`config.mk`:
```
export PLATFORM = sky130hd
export DESIGN_NAME = jericalla_fetch
export DESIGN_NICKNAME = d
export VERILOG_FILES = /design/src/rtl/jericalla_pkg.sv /design/src/rtl/jericalla_hazard_sb.sv /design/src/rtl/jericalla_fetch.sv
export SDC_FILE = /design/constraint.sdc
export NUM_CORES = 1
export LEC_CHECK = 0
export CAP_MARGIN = 5
export CORE_ASPECT_RATIO = 1.1
export CORE_UTILIZATION = 29
export CTS_CLUSTER_DIAMETER = 200
export DETAILED_ROUTE_END_ITERATION = 12
export PLACE_DENSITY = 0.5
export SLEW_MARGIN = 10
export SYNTH_ARGS = -nofsm -noshare
export SYNTH_HDL_FRONTEND = slang
export SYNTH_SLANG_ARGS = --single-unit
export TNS_END_PERCENT = 5
```
`constraint.sdc`:
```
create_clock -name CLK -period 4.1 [get_ports CLK]
set_input_delay 0.82 -clock CLK [delete_from_list [all_inputs] [get_ports CLK]]
set_output_delay 0.82 -clock CLK [all_outputs]
set_load 0.005 [all_outputs]
```
`src/rtl/jericalla_pkg.sv`:
```
// Shared constants, instruction field helpers and FSM encoding for the
// Jericalla instruction-issue stage.
package jericalla_pkg;

    localparam int JF_DEPTH     = 32;
    localparam int JF_AW        = 5;
    localparam int JF_HAZ_DEPTH = 2;
    localparam int IW           = 17;
    localparam int RW           = 5;

    localparam logic [1:0] OP_ADD = 2'b00;
    localparam logic [1:0] OP_SUB = 2'b01;
    localparam logic [1:0] OP_SLT = 2'b10;
    localparam logic [1:0] OP_SW  = 2'b11;

    localparam int OP_MSB  = 16;
    localparam int OP_LSB  = 15;
    localparam int WA_MSB  = 14;
    localparam int WA_LSB  = 10;
    localparam int RA1_MSB = 9;
    localparam int RA1_LSB = 5;
    localparam int RA2_MSB = 4;
    localparam int RA2_LSB = 0;

    // ADD R0 <- R0,R0; R0 is scratch so this never creates a dependency.
    localparam logic [IW-1:0] NOP_INSTR = '0;

    typedef enum logic [1:0] {
        ST_IDLE  = 2'd0,
        ST_RUN   = 2'd1,
        ST_DRAIN = 2'd2,
        ST_DONE  = 2'd3
    } fetch_state_e;

    function automatic logic [1:0] instr_op(input logic [IW-1:0] i);
        return i[OP_MSB:OP_LSB];
    endfunction

    function automatic logic [RW-1:0] instr_wa(input logic [IW-1:0] i);
        return i[WA_MSB:WA_LSB];
    endfunction

    function automatic logic [RW-1:0] instr_ra1(input logic [IW-1:0] i);
        return i[RA1_MSB:RA1_LSB];
    endfunction

    function automatic logic [RW-1:0] instr_ra2(input logic [IW-1:0] i);
        return i[RA2_MSB:RA2_LSB];
    endfunction

endpackage

```
`src/rtl/jericalla_hazard_sb.sv`:
```
// Shift register of the most recently issued write addresses and the
// read-after-write compare against the candidate instruction's sources.
module jericalla_hazard_sb
    import jericalla_pkg::*;
#(
    parameter int HAZ_DEPTH = JF_HAZ_DEPTH
) (
    input  logic          CLK,
    input  logic          RST_n,
    input  logic          clear,
    input  logic          shift_en,
    input  logic [RW-1:0] shift_wa,
    input  logic [RW-1:0] ra1,
    input  logic [RW-1:0] ra2,
    output logic          hazard
);

    logic [RW-1:0] sb [HAZ_DEPTH];

    always_ff @(posedge CLK or negedge RST_n) begin
        if (!RST_n) begin
            for (int i = 0; i < HAZ_DEPTH; i++) sb[i] <= '0;
        end else if (clear) begin
            for (int i = 0; i < HAZ_DEPTH; i++) sb[i] <= '0;
        end else if (shift_en) begin
            sb[0] <= shift_wa;
            for (int i = 1; i < HAZ_DEPTH; i++) sb[i] <= sb[i-1];
        end
    end

    // A zero entry never matches, which also makes RA = 0 harmless.
    always_comb begin
        hazard = 1'b0;
        for (int i = 0; i < HAZ_DEPTH; i++) begin
            if (sb[i] != '0 && (sb[i] == ra1 || sb[i] == ra2)) hazard = 1'b1;
        end
    end

endmodule

```
`src/rtl/jericalla_fetch.sv`:
```
// Instruction-issue stage: loadable program memory, PC, hazard bubbles and a
// run/drain/done sequencer feeding the JericallaEvo datapath.
module jericalla_fetch
    import jericalla_pkg::*;
#(
    parameter int DEPTH     = JF_DEPTH,
    parameter int AW        = JF_AW,
    parameter int HAZ_DEPTH = JF_HAZ_DEPTH
) (
    input  logic          CLK,
    input  logic          RST_n,
    input  logic          Start,
    input  logic [AW:0]   ProgLen,
    input  logic          ProgWE,
    input  logic [AW-1:0] ProgAddr,
    input  logic [IW-1:0] ProgData,
    input  logic          Stall,
    output logic [IW-1:0] Instruccion,
    output logic          Valid,
    output logic [AW-1:0] PC,
    output logic          Busy,
    output logic          Done,
    output logic [7:0]    BubbleCount
);

    localparam logic [AW:0]   LEN_MAX = (AW+1)'(DEPTH);
    localparam logic [AW-1:0] PC_MAX  = AW'(DEPTH - 1);

    logic [IW-1:0] mem [DEPTH];
    fetch_state_e  state;
    logic [AW-1:0] pc;
    logic [AW:0]   issued;
    logic [AW:0]   prog_len;
    logic [1:0]    drain_cnt;
    logic [IW-1:0] instr_q;
    logic          valid_q;
    logic          busy_q;
    logic          done_q;
    logic [7:0]    bub_cnt;

    logic [IW-1:0] cur;
    logic          hazard;
    logic          idle_like;
    logic          sb_clear;
    logic          sb_shift;
    logic [RW-1:0] sb_wa;

    assign cur       = mem[pc];
    assign idle_like = (state == ST_IDLE) || (state == ST_DONE);
    assign sb_clear  = !Stall && idle_like && Start;
    assign sb_shift  = !Stall && (state == ST_RUN || state == ST_DRAIN);
    // Bubbles and stores occupy a slot but write no register.
    assign sb_wa     = (state == ST_RUN && !hazard && instr_op(cur) != OP_SW) ? instr_wa(cur) : '0;

    // Writes land on the same edge as an accepted Start, so the run sees them.
    always_ff @(posedge CLK) begin
        if (ProgWE && idle_like && !Stall) mem[ProgAddr] <= ProgData;
    end

    jericalla_hazard_sb #(
        .HAZ_DEPTH (HAZ_DEPTH)
    ) u_hazard_sb (
        .CLK      (CLK),
        .RST_n    (RST_n),
        .clear    (sb_clear),
        .shift_en (sb_shift),
        .shift_wa (sb_wa),
        .ra1      (instr_ra1(cur)),
        .ra2      (instr_ra2(cur)),
        .hazard   (hazard)
    );

    always_ff @(posedge CLK or negedge RST_n) begin
        if (!RST_n) begin
            state     <= ST_IDLE;
            pc        <= '0;
            issued    <= '0;
            prog_len  <= '0;
            drain_cnt <= '0;
            instr_q   <= NOP_INSTR;
            valid_q   <= 1'b0;
            busy_q    <= 1'b0;
            done_q    <= 1'b0;
            bub_cnt   <= '0;
        end else if (!Stall) begin
            case (state)
                ST_IDLE, ST_DONE: begin
                    if (Start) begin
                        instr_q <= NOP_INSTR;
                        valid_q <= 1'b0;
                        pc      <= '0;
                        issued  <= '0;
                        bub_cnt <= '0;
                        if (ProgLen == '0) begin
                            state  <= ST_DONE;
                            busy_q <= 1'b0;
                            done_q <= 1'b1;
                        end else begin
                            state    <= ST_RUN;
                            busy_q   <= 1'b1;
                            done_q   <= 1'b0;
                            prog_len <= (ProgLen > LEN_MAX) ? LEN_MAX : ProgLen;
                        end
                    end
                end
                ST_RUN: begin
                    if (hazard) begin
                        instr_q <= NOP_INSTR;
                        valid_q <= 1'b0;
                        if (bub_cnt != 8'hFF) bub_cnt <= bub_cnt + 8'd1;
                    end else begin
                        instr_q <= cur;
                        valid_q <= 1'b1;
                        issued  <= issued + (AW+1)'(1);
                        if (pc != PC_MAX) pc <= pc + AW'(1);
                        if (issued + (AW+1)'(1) == prog_len) begin
                            state     <= ST_DRAIN;
                            drain_cnt <= '0;
                        end
                    end
                end
                ST_DRAIN: begin
                    // Three writeback bubbles, then one edge to settle into DONE.
                    instr_q <= NOP_INSTR;
                    valid_q <= 1'b0;
                    if (drain_cnt == 2'd3) begin
                        state  <= ST_DONE;
                        busy_q <= 1'b0;
                        done_q <= 1'b1;
                    end else begin
                        drain_cnt <= drain_cnt + 2'd1;
                    end
                end
                default: state <= ST_IDLE;
            endcase
        end
    end

    // Valid qualifies Instruccion on every cycle; there is no ready, and Stall freezes everything.
    assign Instruccion = instr_q;
    assign Valid       = valid_q;
    assign PC          = pc;
    assign Busy        = busy_q;
    assign Done        = done_q;
    assign BubbleCount = bub_cnt;

endmodule

```
==> metrics.yaml, run 1 <==
met2_usage_pct: 24.7
cp_slowest_cell: "dfrtp_4"
endpoint_kind: "flop"
hold_class: "in -> async"
wl_microns: 64400
critical_path.max_fanout: 29
cts_num_sinks: 603
io_buffers: 65
synth_top_area_share_pct: 67.1
antenna_found_initial: 0
wl_per_cell_microns: 25.4
p_int_mw: 12.3
synth-edff-count: 544
async_flop_share_pct: 9.78
p_sw_share_pct: 27.8
final.min_clock_period_ns: 3.92
yosysTopAreaCell: "edfxtp_1"
ys_seq_area_share_pct: 73.1
p_switching_mw: 4.74
worst-setup-path-type: "reg -> reg"
synth_nets: 1302
synth_area_per_cell_sq_um: 19.3
tightest_slew_ns: 1.09
use_met3_pct: 2.86
grt-ovfl-total: 0
start_util_pct: 29.3
netlist_area_sq_mm: 0.0244
grt_use_total_pct: 15.3
p_leak_nw: 9.21
io_pins: 66
layout_commonest_cell: "edfxtp_1"
required_ns: 4.57
multi_input_area_sq_mm: 0.00620
layout_common_cells: "edfxtp_1 (544), mux4_2 (144), buf_4 (80)"
vias: 12700
whs_ns: 0.360
drt_pre_antenna_iters: 5
register_area_sq_mm: 0.0178
ant_nets: 0
cp_common_cell: "buf_12"
clk-insertion-delay-late_ns: 0.60
dieArea_sq_mm: 0.0851
max_freq_mhz: 255
gp_congestion: 0.764
area_growth_pct: 18.8
cts_tree: "yes"
cts_max_path_buffers: 3
cap_violations: 0
cts_root_buf: "clkbuf_16"
grt_max_degree: 62
final_hold_viol_count: 0
power_frac_clock_pct: 34.4
final_nets: 1457
pwr-share-comb_pct: 23.1
min_period_over_period_pct: 95.6
cts_buffers: 66
crit_arrival_ns: 4.39
synth_flop_cell: "edfxtp_1"
slew_violations: 0
crit_chain: "buf_12 > buf_4 > mux4_2 > a22oi_1 > nand4_1 > o21ai_0 > xor2_1 > nand2_1 > o22ai_2 > or3_1 > buf_12 > and3_1 > a221o_1"
setup_viol: 0
fillers: 7703
core-area_sq_mm: 0.0832
drc_errors: 0
met1_usage_pct: 20.9
yosys_warnings: 0
drive_above_1_share_pct: 26.7
rows: 111
die_w_microns: 278
power_density_mw_per_mm2: 588
diodes: 0
ctsHtreeMaxLevel: 3
grt_pass1_vias: 13300
finalClockSkew_ns: 0.0232
die_y_microns: 306
place_hpwl_microns: 38300
syn_inst: 1261
p_seq_share_pct: 42.6
ir_worst_vdd_uv: 258
clkTransAtPathRegs_ns: 0.06
relSlewSlack_pct: 27.2
slowest_delay_ns: 0.62
synthTopCellsByArea: "edfxtp_1 (67%), mux4_2 (13%), dfrtp_1 (6.1%)"
place_ws_ns: 0.0969
setup.worst_path.start_class: "flop"
top_usage_layer: "met2"
ys_ff_latch: 603
viasPerCell: 5.00
drt-initial-drc-count: 1125
status: "complete, no violations"
crit_family: "simple AND/OR/NAND/NOR gates"
fin_ws_ns: 0.180
synth.distinct_cells: 67
critPathBufInv: 3
grt_first_pass_wirelength_microns: 93500
-- cell usage after synthesis (3+ instances only) --
cell type / count
a41o_1: 4
a21oi_1: 9
mux2i_1: 33
and3_1: 13
a22oi_1: 6
o21ai_0: 16
buf_8: 3
nand3_1: 31
buf_1: 7
nand2b_1: 12
buf_4: 10
nand3b_1: 5
or3_1: 6
o22ai_1: 12
nand4_1: 5
nor4_1: 7
o31ai_1: 14
nand2_1: 77
ha_1: 8
nor2b_1: 8
a31oi_1: 9
dfrtp_1: 59
a211oi_1: 4
xnor2_1: 16
clkbuf_1: 23
edfxtp_1: 544
buf_6: 9
nor2_1: 63
o211ai_1: 9
nor4_2: 3
mux4_2: 144
a22o_1: 10
mux2_2: 11
inv_1: 6
xor2_1: 7
and2_1: 3
buf_2: 15
-- power by group through the flow --
stage          Sequential [mW]  Combinational (mW)  Clock [mW]
2_1_floorplan             7.22                2.70           0
3_3_place_gp              7.37                3.94           0
3_5_place_dp              7.38                3.97           0
4_1_cts                   7.26                3.98        6.02
5_1_grt                   7.29                4.24        6.24
6_report                  7.25                3.92        5.85
-- sequential cells by signal (all words and copies together), names as in the netlist --
name            cells
PC                  5
Done                1
u_hazard_sb.sb     10
drain_cnt           2
state               2
issued              6
Instruccion        17
prog_len            6
BubbleCount         8
Busy                1
mem               544
Valid               1
-- worst register-to-register path: cells and delay by family, from the launching register on --
kind / cells / cell delay [ns]
AOI/OAI and AO/OA: 4 / 0.82
xor gates and xnor gates: 1 / 0.12
buffers and inverters: 3 / 0.75
DFF: 1 / 0.62
muxes: 1 / 0.51
and+or+nand+nor: 4 / 1.00
-- kinds of logic (layout without fill, tap and decap cells) --
family	after synthesis	in the layout	synth area share, %
AOI/OAI and AO/OA	114	114	3.35
adders and majority gates	8	8	0.411
buffers and inverters	73	277	1.77
and+or+nand+nor	248	248	5.02
muxes	192	192	15.5
xor gates and xnor gates	23	23	0.827
DFF	603	603	73.1
-- final timing paths --
| check | startpoint | to | slack [ns] | cells after the start |
|---|---|---|---|---|
| max reg2reg | PC[1]$_DFFE_PN0P_ | issued[1]$_DFFE_PN0P_ | 0.18 | 13 |
| min | RST_n | u_hazard_sb.sb[3]$_DFFE_PN0P_ | 0.36 | 1 |
| min reg2reg | Instruccion[5]$_DFFE_PN0P_ | Instruccion[5]$_DFFE_PN0P_ | 0.48 | 2 |
| max in group asynchronous | RST_n | BubbleCount[4]$_DFFE_PN0P_ | 2.89 | 2 |
| max | PC[1]$_DFFE_PN0P_ | issued[1]$_DFFE_PN0P_ | 0.18 | 13 |
| min in group CLK | Instruccion[5]$_DFFE_PN0P_ | Instruccion[5]$_DFFE_PN0P_ | 0.48 | 2 |
-- layer usage --
| layer | part of all wire (%) | wire, microns |
|---|---|---|
| met2 | 48 | 31100 |
| met5 | 0 | 0 |
| met1 | 45 | 28700 |
| met3 | 5.5 | 3550 |
| met4 | 1.6 | 1060 |
-- cell type report --
cell class | instances | area share (%)
clock buffer | 86 | 6.33
clock inverter | 31 | 0.977
inverter | 6 | 0.0778
multi-input combinational | 585 | 21.4
sequential | 603 | 61.6
tap | 1073 | 4.64
timing repair buffer | 154 | 4.93
-- what timing repair did --
item	in CTS	in global routing
buffers inserted	0	0
hold buffers	0	0
gates resized for setup	0	1
endpoints found under the setup margin	0	7
-- metrics by stage --
step / total power, mW / instances / util, % / TNS (ns) / area [sq um]
after floorplan: 9.92 / 1261 / - / 0 / 24400
after CTS: 17.3 / 2538 / 34.8 / 0 / 28900
final: 17.0 / 2538 / 34.8 / 0 / 28900
after global routing: 17.8 / 2538 / 34.8 / -0.000381 / 28900
after global placement: 11.3 / 2421 / 32.2 / 0 / 26800
after detailed placement: 11.4 / 2421 / 32.2 / 0 / 26800
Power figures use the tool's default switching activity.
==> inputs of run 2 (changes only) <==
--- a/config.mk
+++ b/config.mk
@@ -7,10 +7,9 @@
 export LEC_CHECK = 0
 export CAP_MARGIN = 5
 export CORE_ASPECT_RATIO = 1.1
-export CORE_UTILIZATION = 29
+export CORE_UTILIZATION = 35
 export CTS_CLUSTER_DIAMETER = 200
 export DETAILED_ROUTE_END_ITERATION = 12
-export PLACE_DENSITY = 0.5
 export SLEW_MARGIN = 10
 export SYNTH_ARGS = -nofsm -noshare
 export SYNTH_HDL_FRONTEND = slang
==> metrics.yaml, run 2 (synthesis gave the netlist of run 1 again) <==
fin_cells: 2398
die_y_microns: 279
largest_reg_flops: 544
routed.top_layer: "met5"
register_area_sq_mm: 0.0178
grt_pass1_vias: 13000
antenna_found_initial: 1
dp_cells: 2288
grt-ovfl-total: 0
ctsHtreeMaxLevel: 2
drt-initial-drc-count: 1180
max_freq_mhz: 261
crit_chain: "buf_6 > mux4_2 > mux4_2 > and2_0 > or3_4 > xnor2_1 > nand3_1 > o22ai_2 > or3_1 > buf_12 > and3_1 > a221o_1"
layout_common_cells: "edfxtp_1 (544), mux4_2 (144), buf_4 (92)"
die_w_microns: 253
layout_commonest_cell: "edfxtp_1"
drt-met1-wl_microns: 26200
top_register: "mem"
status: "complete, no violations"
tightest_slew_ns: 1.16
critical_path.max_fanout: 25
dieArea_sq_mm: 0.0706
crit_arrival_ns: 4.34
fillers: 6002
cts_max_path_buffers: 3
wl_per_cell_microns: 25.2
io_buffers: 65
p_switching_mw: 4.64
core-area_sq_mm: 0.0689
worst-setup-path-type: "reg -> reg"
min_period_over_period_pct: 93.3
ctsResizeCount: 0
hold_class: "in -> async"
io_pins: 66
setup.worst_path.start_class: "flop"
cts_buffers: 59
cts_num_sinks: 603
tns_ns: 0
wl_met3_microns: 3620
setup_viol: 0
viasPerCell: 5.32
ir_worst_vdd_uv: 420
cap_violations: 0
crit_family: "simple AND/OR/NAND/NOR gates"
gp_congestion: 0.823
required_ns: 4.61
endpoint_kind: "flop"
routed-wl-met2_microns: 29300
drt_pre_antenna_iters: 5
cp_common_cell: "mux4_2"
slew_violations: 0
p_sw_share_pct: 28.3
critPathBufInv: 2
grt_use_total_pct: 17.3
power_frac_clock_pct: 31.8
grt_max_degree: 38
cp_slowest_cell: "dfrtp_4"
relSlewSlack_pct: 22.6
clk-insertion-delay-late_ns: 0.64
rows: 101
cts_tree: "yes"
final.min_clock_period_ns: 3.83
vias: 12800
grt_setup_unrepaired: "no"
postCtsSetupRepairBufs: 0
area_growth_pct: 17.5
place_hpwl_microns: 37600
drc_errors: 0
p_leak_nw: 9.15
drive_above_1_share_pct: 26.4
p_seq_share_pct: 44.3
clkTransAtPathRegs_ns: 0.07
power_density_mw_per_mm2: 572
diodes: 0
grt_first_pass_wirelength_microns: 88000
p_int_mw: 11.7
ctsHoldBuffers: 0
finalClockSkew_ns: 0.0267
start_util_pct: 35.4
multi_input_area_sq_mm: 0.00619
ant_nets: 0
final_nets: 1465
pwr-share-comb_pct: 23.9
cts_root_buf: "clkbuf_16"
final_hold_viol_count: 0
wl_microns: 60500
slowest_delay_ns: 0.62
## run 2: cell types whose count changed in the layout (fill, tap and decap cells not counted), sizes merged
cell      previous run  this run
buf                 90       105
bufinv               5         4
clkbuf              86        75
clkinv              24        26
clkinvlp             1         2
## run 2: layout make-up
cell class                 instances  share of cell area [%]
inverter                           6                  0.0787
sequential                       603                    62.3
multi-input combinational        585                    21.6
tap                              927                    4.05
clock inverter                    33                    1.01
timing repair buffer             169                    5.50
clock buffer                      75                    5.44
## run 2: stage by stage
| stage | cell area [sq um] | util (%) | hold WS (ns) | power (mW) | worst slack (ns) |
|---|---|---|---|---|---|
| 2_1_floorplan | 24400 | - | 0.453 | 9.92 | 0.613 |
| 3_3_place_gp | 26700 | 38.8 | 0.463 | 11.2 | 0.162 |
| 3_5_place_dp | 26700 | 38.8 | 0.470 | 11.3 | 0.136 |
| 4_1_cts | 28600 | 41.5 | 0.180 | 16.5 | 0.123 |
| 5_1_grt | 28600 | 41.6 | 0.220 | 17.0 | 0.0759 |
| 6_report | 28600 | 41.6 | 0.196 | 16.4 | 0.273 |
## run 2: power by group through the flow
stage	registers, mW	logic, mW	clock network [mW]
after floorplan	7.22	2.70	0
after global placement	7.39	3.85	0
after detailed placement	7.40	3.90	0
after CTS	7.28	3.91	5.30
after global routing	7.30	4.22	5.52
final	7.26	3.91	5.21
## run 2: worst register-to-register path, delay by kind of cell, from the launching register on
kind | cells | cell delay, ns
simple gates | 5 | 1.31
mux | 2 | 0.85
flops | 1 | 0.62
buf+inv | 2 | 0.47
compound gates | 2 | 0.35
xor+xnor | 1 | 0.14
## run 2: final timing paths
check,startpoint,end,slack (ns),depth (start not counted)
max in group asynchronous,RST_n,issued[5]$_DFFE_PN0P_,3.03,2
min in group CLK,Instruccion[8]$_DFFE_PN0P_,Instruccion[8]$_DFFE_PN0P_,0.48,2
setup / recovery,PC[1]$_DFFE_PN0P_,issued[1]$_DFFE_PN0P_,0.27,12
hold / removal,RST_n,PC[2]$_DFFE_PN0P_,0.20,1
hold reg to reg,Instruccion[8]$_DFFE_PN0P_,Instruccion[8]$_DFFE_PN0P_,0.48,2
setup reg to reg,PC[1]$_DFFE_PN0P_,issued[1]$_DFFE_PN0P_,0.27,12
## run 2: layer usage
layer  vias to the layer above  global-route usage, %
met5                         -                      0
met4                         2                   4.83
met3                        91                   2.53
met2                       414                   28.1
met1                      6788                   24.3
li1                       5473                      -
==> inputs of run 3 (changes only) <==
--- a/config.mk
+++ b/config.mk
@@ -6,10 +6,13 @@
 export NUM_CORES = 1
 export LEC_CHECK = 0
 export CAP_MARGIN = 5
+export CELL_PAD_IN_SITES_DETAIL_PLACEMENT = 0
+export CELL_PAD_IN_SITES_GLOBAL_PLACEMENT = 1
 export CORE_ASPECT_RATIO = 1.1
 export CORE_UTILIZATION = 35
 export CTS_CLUSTER_DIAMETER = 200
 export DETAILED_ROUTE_END_ITERATION = 12
+export PLACE_DENSITY_LB_ADDON = 0.1
 export SLEW_MARGIN = 10
 export SYNTH_ARGS = -nofsm -noshare
 export SYNTH_HDL_FRONTEND = slang
==> metrics.yaml, run 3 (synthesis gave the netlist of run 1 again) <==
dieArea_sq_mm: 0.0706
ctsHtreeMaxLevel: 3
setup.worst_path.start_class: "flop"
wl_per_cell_microns: 28.0
p_sw_share_pct: 28.2
grt_use_total_pct: 19.7
cts_num_sinks: 603
grt_pass1_vias: 13300
p_int_mw: 12.3
ir_worst_vdd_uv: 232
vias: 12700
grt_setup_unrepaired: "no"
clkTransAtPathRegs_ns: 0.06
max_freq_mhz: 257
area_growth_pct: 19.1
die_y_microns: 279
antenna_found_initial: 1
gp_congestion: 0.776
start_util_pct: 35.4
crit_arrival_ns: 4.35
required_ns: 4.56
tightest_slew_ns: 1.12
cap_violations: 0
multi_input_area_sq_mm: 0.00619
die_w_microns: 253
clk-insertion-delay-late_ns: 0.60
power_frac_clock_pct: 33.8
drt-initial-drc-count: 941
endpoint_kind: "flop"
slew_violations: 0
min_period_over_period_pct: 94.9
finalClockSkew_ns: 0.0265
cts_buffers: 66
grt_max_degree: 50
drt_pre_antenna_iters: 5
power_density_mw_per_mm2: 593
final_hold_viol_count: 0
startpoint: "PC[1]$_DFFE_PN0P_"
cts_max_path_buffers: 3
viasPerCell: 5.26
layout_common_cells: "edfxtp_1 (544), mux4_2 (144), buf_4 (85)"
r2r_start: "PC[1]$_DFFE_PN0P_"
pwr-share-comb_pct: 24.0
largest_reg_flops: 544
tns_ns: 0
register_area_sq_mm: 0.0178
ctsResizeCount: 0
final.min_clock_period_ns: 3.89
total_power_mw: 17.2
core-area_sq_mm: 0.0689
cts_root_buf: "clkbuf_16"
final_nets: 1473
critical_path.max_fanout: 13
drive_above_1_share_pct: 27.6
io_pins: 66
rows: 101
wl_microns: 67500
io_buffers: 65
hold_class: "in -> async"
p_seq_share_pct: 42.2
place_hpwl_microns: 41200
setup_viol: 0
grt_first_pass_wirelength_microns: 97700
status: "complete, no violations"
diodes: 0
worst-setup-path-type: "reg -> reg"
drc_errors: 0
layout_commonest_cell: "edfxtp_1"
cts_tree: "yes"
p_leak_nw: 9.32
fillers: 6095
grt-ovfl-total: 0
relSlewSlack_pct: 25.4
ant_nets: 0
p_switching_mw: 4.84
top_register: "mem"
run 3: cell count changes in the layout (fill, tap and decap cells not counted), moves of 3 or more:
| cell | change |
|---|---|
| buf_12 | +9 |
| clkbuf_16 | +9 |
| buf_4 | -7 |
| clkinv_1 | -6 |
| clkinv_2 | +5 |
| inv_6 | +3 |
run 3: area by class of cell:
cell class                 instances  area share [%]
multi-input combinational        585            21.4
timing repair buffer             170            5.83
inverter                           6          0.0777
clock inverter                    36            1.09
sequential                       603            61.5
tap                              927            4.00
clock buffer                      83            6.17
run 3: routing by layer:
layer	global-route usage, %	wire (microns)	vias to the layer above
li1	-	-	5504
met1	26.7	29400	6813
met2	33.1	34000	293
met3	3.08	2850	75
met4	5.24	1300	2
met5	0	13	-
run 3: worst max-delay path: stages (launching register included):
cell and delay [ns]:
dfrtp_4 0.56, buf_4 0.16, mux4_2 0.49, mux4_2 0.54
mux2i_4 0.22, mux2_2 0.36, nand3_1 0.10, o22ai_2 0.10
buf_4 0.15, nor4_1 0.58, buf_4 0.23, mux2i_1 0.17
o21ai_0 0.08
run 3: power by group through the flow:
stage	Combinational [mW]	Clock, mW	Sequential [mW]
after global routing	4.50	6.21	7.28
after detailed placement	4.15	0	7.39
after global placement	4.14	0	7.40
after floorplan	2.70	0	7.22
after CTS	4.16	5.97	7.27
final	4.12	5.81	7.25
run 3: per-stage QoR:
step,setup slack (ns),instance area [sq um],utilization [%],cells,hold slack (ns)
after floorplan,0.613,24400,-,1261,0.453
after global placement,0.239,26800,38.9,2281,0.465
after detailed placement,0.154,26800,38.9,2281,0.473
after CTS,0.125,28900,42.0,2400,0.351
after global routing,0.00565,29000,42.1,2410,0.426
final,0.208,29000,42.1,2410,0.351
run 3: path summary, 6_finish.rpt:
check | to | slack, ns | cells after the start
setup / recovery | issued[4]$_DFFE_PN0P_ | 0.21 | 12
hold / removal | Valid$_DFFE_PN0P_ | 0.35 | 1
setup reg to reg | issued[4]$_DFFE_PN0P_ | 0.21 | 12
hold reg to reg | Instruccion[1]$_DFFE_PN0P_ | 0.48 | 2
max in group asynchronous | issued[0]$_DFFE_PN0P_ | 2.88 | 2
min in group CLK | Instruccion[1]$_DFFE_PN0P_ | 0.48 | 2
run 3: what timing repair did:
action	CTS	global route
endpoints found under the setup margin	0	11
setup buffers	0	10
hold buffers	0	0
